$ cat src/rtl/mem_access.sv
// Memory-stage data-access controller: issues SRAM-like bus transactions for
// loads/stores, stalls the pipeline until they finish, and registers results for WB.
module mem_access (
  input  logic        clk,
  input  logic        resetn,
  input  logic        in_valid,
  input  logic        in_memread,
  input  logic        in_memwrite,
  input  logic [1:0]  in_size,
  input  logic [31:0] in_ex_out,
  input  logic [31:0] in_wdata,
  input  logic        in_flush,
  output logic        m_stall,
  output logic        data_req,
  output logic        data_wr,
  output logic [1:0]  data_size,
  output logic [31:0] data_addr,
  output logic [31:0] data_wdata,
  output logic [3:0]  data_wstrb,
  input  logic        data_addr_ok,
  input  logic        data_data_ok,
  input  logic [31:0] data_rdata,
  output logic        w_valid,
  output logic [31:0] w_ex_out,
  output logic [31:0] w_rdata,
  output logic        w_adel,
  output logic        w_ades
);

  typedef enum logic [1:0] {S_IDLE, S_REQ, S_WAIT, S_DISCARD} state_e;

  state_e      state_q, state_d;
  logic        aligned;
  logic        is_mem;
  logic        access;
  logic        load_done;

  logic        w_valid_q, w_valid_d;
  logic [31:0] w_ex_out_q, w_ex_out_d;
  logic [31:0] w_rdata_q, w_rdata_d;
  logic        w_adel_q, w_adel_d;
  logic        w_ades_q, w_ades_d;

  // Alignment check, store-lane steering and byte enables; size 3 behaves as word.
  always_comb begin
    // NOTE: every signal gets a default before the case so no latch is inferred.
    aligned    = 1'b1;
    data_wdata = in_wdata;
    data_wstrb = 4'b1111;
    case (in_size)
      2'd0: begin
        aligned    = 1'b1;
        data_wdata = {4{in_wdata[7:0]}};
        data_wstrb = 4'b0001 << in_ex_out[1:0];
      end
      2'd1: begin
        aligned    = ~in_ex_out[0];
        data_wdata = {2{in_wdata[15:0]}};
        data_wstrb = 4'b0011 << in_ex_out[1:0];
      end
      default: begin
        aligned    = (in_ex_out[1:0] == 2'b00);
        data_wdata = in_wdata;
        data_wstrb = 4'b1111;
      end
    endcase
  end

  assign is_mem    = in_memread | in_memwrite;
  assign access    = in_valid & is_mem & aligned & ~in_flush;
  assign data_wr   = in_memwrite;
  assign data_size = in_size;
  assign data_addr = in_ex_out;

  // Bus handshake FSM; stall logic lives here too since it depends on the state.
  always_comb begin
    state_d  = state_q;
    data_req = 1'b0;
    case (state_q)
      S_IDLE: begin
        data_req = access;
        if (access) state_d = data_addr_ok ? S_WAIT : S_REQ;
      end
      S_REQ: begin
        // A flush can only withdraw a request the slave has not yet taken.
        if (in_flush && !data_addr_ok) begin
          data_req = 1'b0;
          state_d  = S_IDLE;
        end else begin
          data_req = 1'b1;
          if (data_addr_ok) state_d = in_flush ? S_DISCARD : S_WAIT;
        end
      end
      S_WAIT: begin
        if (data_data_ok)  state_d = S_IDLE;
        else if (in_flush) state_d = S_DISCARD;
      end
      S_DISCARD: begin
        if (data_data_ok) state_d = S_IDLE;
      end
      default: state_d = S_IDLE;
    endcase
    m_stall = (access & ~((state_q == S_WAIT) & data_data_ok)) | (state_q == S_DISCARD);
  end

  assign load_done = (state_q == S_WAIT) & data_data_ok & access & in_memread;

  always_comb begin
    w_valid_d  = 1'b0;
    w_ex_out_d = w_ex_out_q;
    w_rdata_d  = w_rdata_q;
    w_adel_d   = w_adel_q;
    w_ades_d   = w_ades_q;
    if (!m_stall) begin
      w_valid_d  = in_valid & ~in_flush;
      w_ex_out_d = in_ex_out;
      w_adel_d   = in_valid & in_memread & ~aligned;
      w_ades_d   = in_valid & in_memwrite & ~aligned;
      if (load_done) w_rdata_d = data_rdata;
    end
  end

  always_ff @(posedge clk) begin
    // NOTE: state updates use non-blocking assignments so all flops see pre-edge values.
    if (!resetn) begin
      state_q    <= S_IDLE;
      w_valid_q  <= 1'b0;
      w_ex_out_q <= 32'h0;
      w_rdata_q  <= 32'h0;
      w_adel_q   <= 1'b0;
      w_ades_q   <= 1'b0;
    end else begin
      state_q    <= state_d;
      w_valid_q  <= w_valid_d;
      w_ex_out_q <= w_ex_out_d;
      w_rdata_q  <= w_rdata_d;
      w_adel_q   <= w_adel_d;
      w_ades_q   <= w_ades_d;
    end
  end

  assign w_valid  = w_valid_q;
  assign w_ex_out = w_ex_out_q;
  assign w_rdata  = w_rdata_q;
  assign w_adel   = w_adel_q;
  assign w_ades   = w_ades_q;

endmodule
$ cat config.mk
export PLATFORM = sky130hd
export DESIGN_NAME = mem_access
export DESIGN_NICKNAME = d
export VERILOG_FILES = /design/src/rtl/mem_access.sv
export SDC_FILE = /design/constraint.sdc
export NUM_CORES = 1
export LEC_CHECK = 0
export ABC_AREA = 0
export BUFFER_PORTS_ARGS = -buffer_cell sky130_fd_sc_hd__buf_2
export CAP_MARGIN = 20
export CORE_ASPECT_RATIO = 0.75
export CORE_MARGIN = 3
export CORE_UTILIZATION = 41
export DETAILED_ROUTE_END_ITERATION = 12
export GPL_ROUTABILITY_DRIVEN = 0
export PLACE_DENSITY = 0.8
export SLEW_MARGIN = 10
export SYNTH_ARGS = -nofsm -noshare
export SYNTH_HDL_FRONTEND = slang
export SYNTH_SLANG_ARGS = --single-unit
$ cat constraint.sdc
create_clock -name clk -period 1.8 [get_ports clk]
set_input_delay 0.09 -clock clk [delete_from_list [all_inputs] [get_ports clk]]
set_output_delay 0.09 -clock clk [all_outputs]
set_load 0.05 [all_outputs]
==> results.cfg <==
[placed_design]
numPortBuffers = 245
place_inst = 700
place_hpwl_um = 7560
dp_slack_ns = 0.212

[clock_network]
h-tree-depth = 3
cts_root_buffer = clkbuf_16
cts_sinks = 69
cts_tree = done
cts_buffers = 9
worstSkewPairLatency_ns = 0.33
cts_max_path_buffers = 2
clkSlewWorstSetupHoldPaths_ns = 0.05

[grt]
overflow = 0
grt_pass1_vias = 3464
grt_max_degree = 78
grt_use_total = 0.201
antenna_found_initial = 0
grt_pass1_wl_um = 16000

[sta]
setup-violations-final = 0
finalHoldViolCount = 0
drv_slew = 0
fin_ws_ns = 0.145
relSlewSlack = 0.773
worstMarginPinSlew_ns = 0.340
fin_skew_ns = 0.00627
fin_crit_ns = 1.66
fin_crit_sh = 0.919
rsz0062_at_grt = false
max_freq_mhz = 604
fin_setup_tns_ns = 0

[detailed_routing]
wl_per_cell_um = 13.9
wirelength_um = 10400
drc = 0
drtPass1Iterations = 4
dr_total_vias = 3646
ant_nets = 0
via_per_inst = 4.85
drt-initial-drc-count = 187

[final_layout]
n_fill_cell = 677
instances_no_fill = 751
final_common_cell = buf_2
multi_input_area_um2 = 1590
fin_util = 0.639
drive_gt1_frac = 0.456
area_delta_synth_final_pct = 48.3
area.sequential_um2 = 1380
final_cell_mix = 243 x buf_2, 109 x nand2_1, 69 x dfxtp_1
nNetsFinal = 746

[setup_path]
rr_worst_depth = 5
start_kind = flip-flop
critical_path_required_ns = 1.71
critical_path.max_fanout = 6
crit_arrival_ns = 1.57
r2r_slack_ns = 0.32
path_class = flip-flop to primary output
rr_startpoint = state_q[1]
cp-end-kind = primary output
timing.rr.end = w_ex_out[14]

[power]
combPwrFrac = 0.244
seqPwrFrac = 0.334
clock_power_share = 0.422
peakVddDrop_mv = 0.599
sw_frac_of_total = 0.308
switchingPower_mw = 1.48
powerDensity_nw_per_um2 = 935
power.internal_mw = 3.33
p_leak_nw = 2.91

[logic_synthesis]
syn-cell-area_um2 = 3470
syn_inst = 415
ys_ff_latch = 69
syn_area_per_cell_um2 = 8.36
synth.net_count = 521
seq_area_frac_synth = 0.398
synth_cell_types = 31
yosysWarnings = 0

[floorplanning]
num_io_pins = 246
start_util = 0.431
fp.dieH_um = 85.7
num_rows = 28
core_um2 = 8060
die_x_um = 112
dieArea_um2 = 9610

[run_status]
status = finished, final reports clean

[worst_hold_path]
min_path_cells = 3
hold_class = input port to flip-flop
hp-start = data_rdata[26]
whs_endpoint = w_rdata[26]

[run]
timing.max_cap.violations = 0
state kept, by name (all words and copies together), names as in the netlist:
register	count
w_ex_out	32
w_rdata	32
state_q	2
w_adel	1
w_ades	1
w_valid	1
cells in the mapped netlist (all sizes together):
cell type	n	share of area
nand2	109	0.12
dfxtp	69	0.40
nand3	66	0.095
buf	53	0.12
mux2i	42	0.12
clkbuf	20	0.022
mux2	16	0.052
o21ai	11	0.016
nor2	5	0.0054
inv	3	0.0032
a21oi	2	0.0040
and3	2	0.0036
nand3b	2	0.0043
nor2b	2	0.0036
o21bai	2	0.0043
a22oi	1	0.0036
a311oi	1	0.0025
a31oi	1	0.0018
and4b	1	0.0029
nand2b	1	0.0018
nor3b	1	0.0022
o2111a	1	0.0032
o2111ai	1	0.0025
o211a	1	0.0029
or2	1	0.0018
xnor2	1	0.0025
power by group through the flow:
stage          registers [mW]  logic (mW)  clock network (mW)
3_3_place_gp             1.64        1.10                   0
3_5_place_dp             1.64        1.11                   0
5_1_grt                  1.61        1.23                2.14
2_1_floorplan            1.82       0.682                   0
4_1_cts                  1.61        1.17                2.07
6_report                 1.61        1.17                2.03
layer usage:
metal	vias to the layer above	part of all wire	track usage	routed length (µm)
met5	-	0	0	0
met4	0	0.016	0.0600	171
met3	12	0.068	0.0592	709
met2	155	0.55	0.399	5780
met1	1681	0.36	0.201	3780
li1	1798	-	-	-
worst max path at each step:
stage / from / endpoint / slack (ns) / depth (start not counted)
after floorplan: in_size[0] / data_wdata[24] / 0.36 / 3
after global placement: in_memwrite / m_stall / 0.25 / 7
after detailed placement: in_memwrite / m_stall / 0.21 / 7
after CTS: state_q[1] / m_stall / 0.05 / 5
after global routing: state_q[1] / m_stall / 0.09 / 5
final: state_q[1] / m_stall / 0.14 / 5
repair_timing:
action | in CTS | in global routing
setup buffers | 0 | 4
resized for setup | 0 | 1
hold buffers | 29 | 0
hold endpoints to repair | 29 | 0
setup endpoints to repair | 0 | 1
critical path, stage by stage, from the launching register on:
cell and delay, ns:
dfxtp_1 0.46, nand2_1 0.11, a22oi_2 0.25, clkbuf_16 0.20, inv_1 0.03, buf_2 0.20
final cells by class:
class	count	area share
Clock inverter	5	0.0207
Multi-Input combinational cell	270	0.309
Inverter	3	0.00219
Tap cell	105	0.0255
Timing Repair Buffer	287	0.326
Antenna cell	1	0.000486
Sequential cell	69	0.268
Clock buffer	11	0.0472
logic make-up (layout without fill, tap and decap cells):
logic type / count (synthesis) / count (layout) / share of synthesized area
AND/OR/NAND/NOR: 190 / 190 / 0.239
flip-flops: 69 / 69 / 0.398
AO/OA/AOI/OAI: 21 / 21 / 0.0407
multiplexers: 58 / 58 / 0.173
other: 0 / 1 / 0
buffers and inverters: 76 / 306 / 0.147
XOR/XNOR: 1 / 1 / 0.00252
metrics by stage:
step / hold WS, ns / cell area (µm²) / total power, mW
floorplan: 0.220 / 3480 / 2.50
global placement: 0.303 / 4460 / 2.74
detailed placement: 0.307 / 4460 / 2.76
CTS: 0.00258 / 5100 / 4.85
global route: 0.00958 / 5140 / 4.99
finish: 0.00516 / 5140 / 4.81
Note: power is estimated with default switching activity, not from simulation.
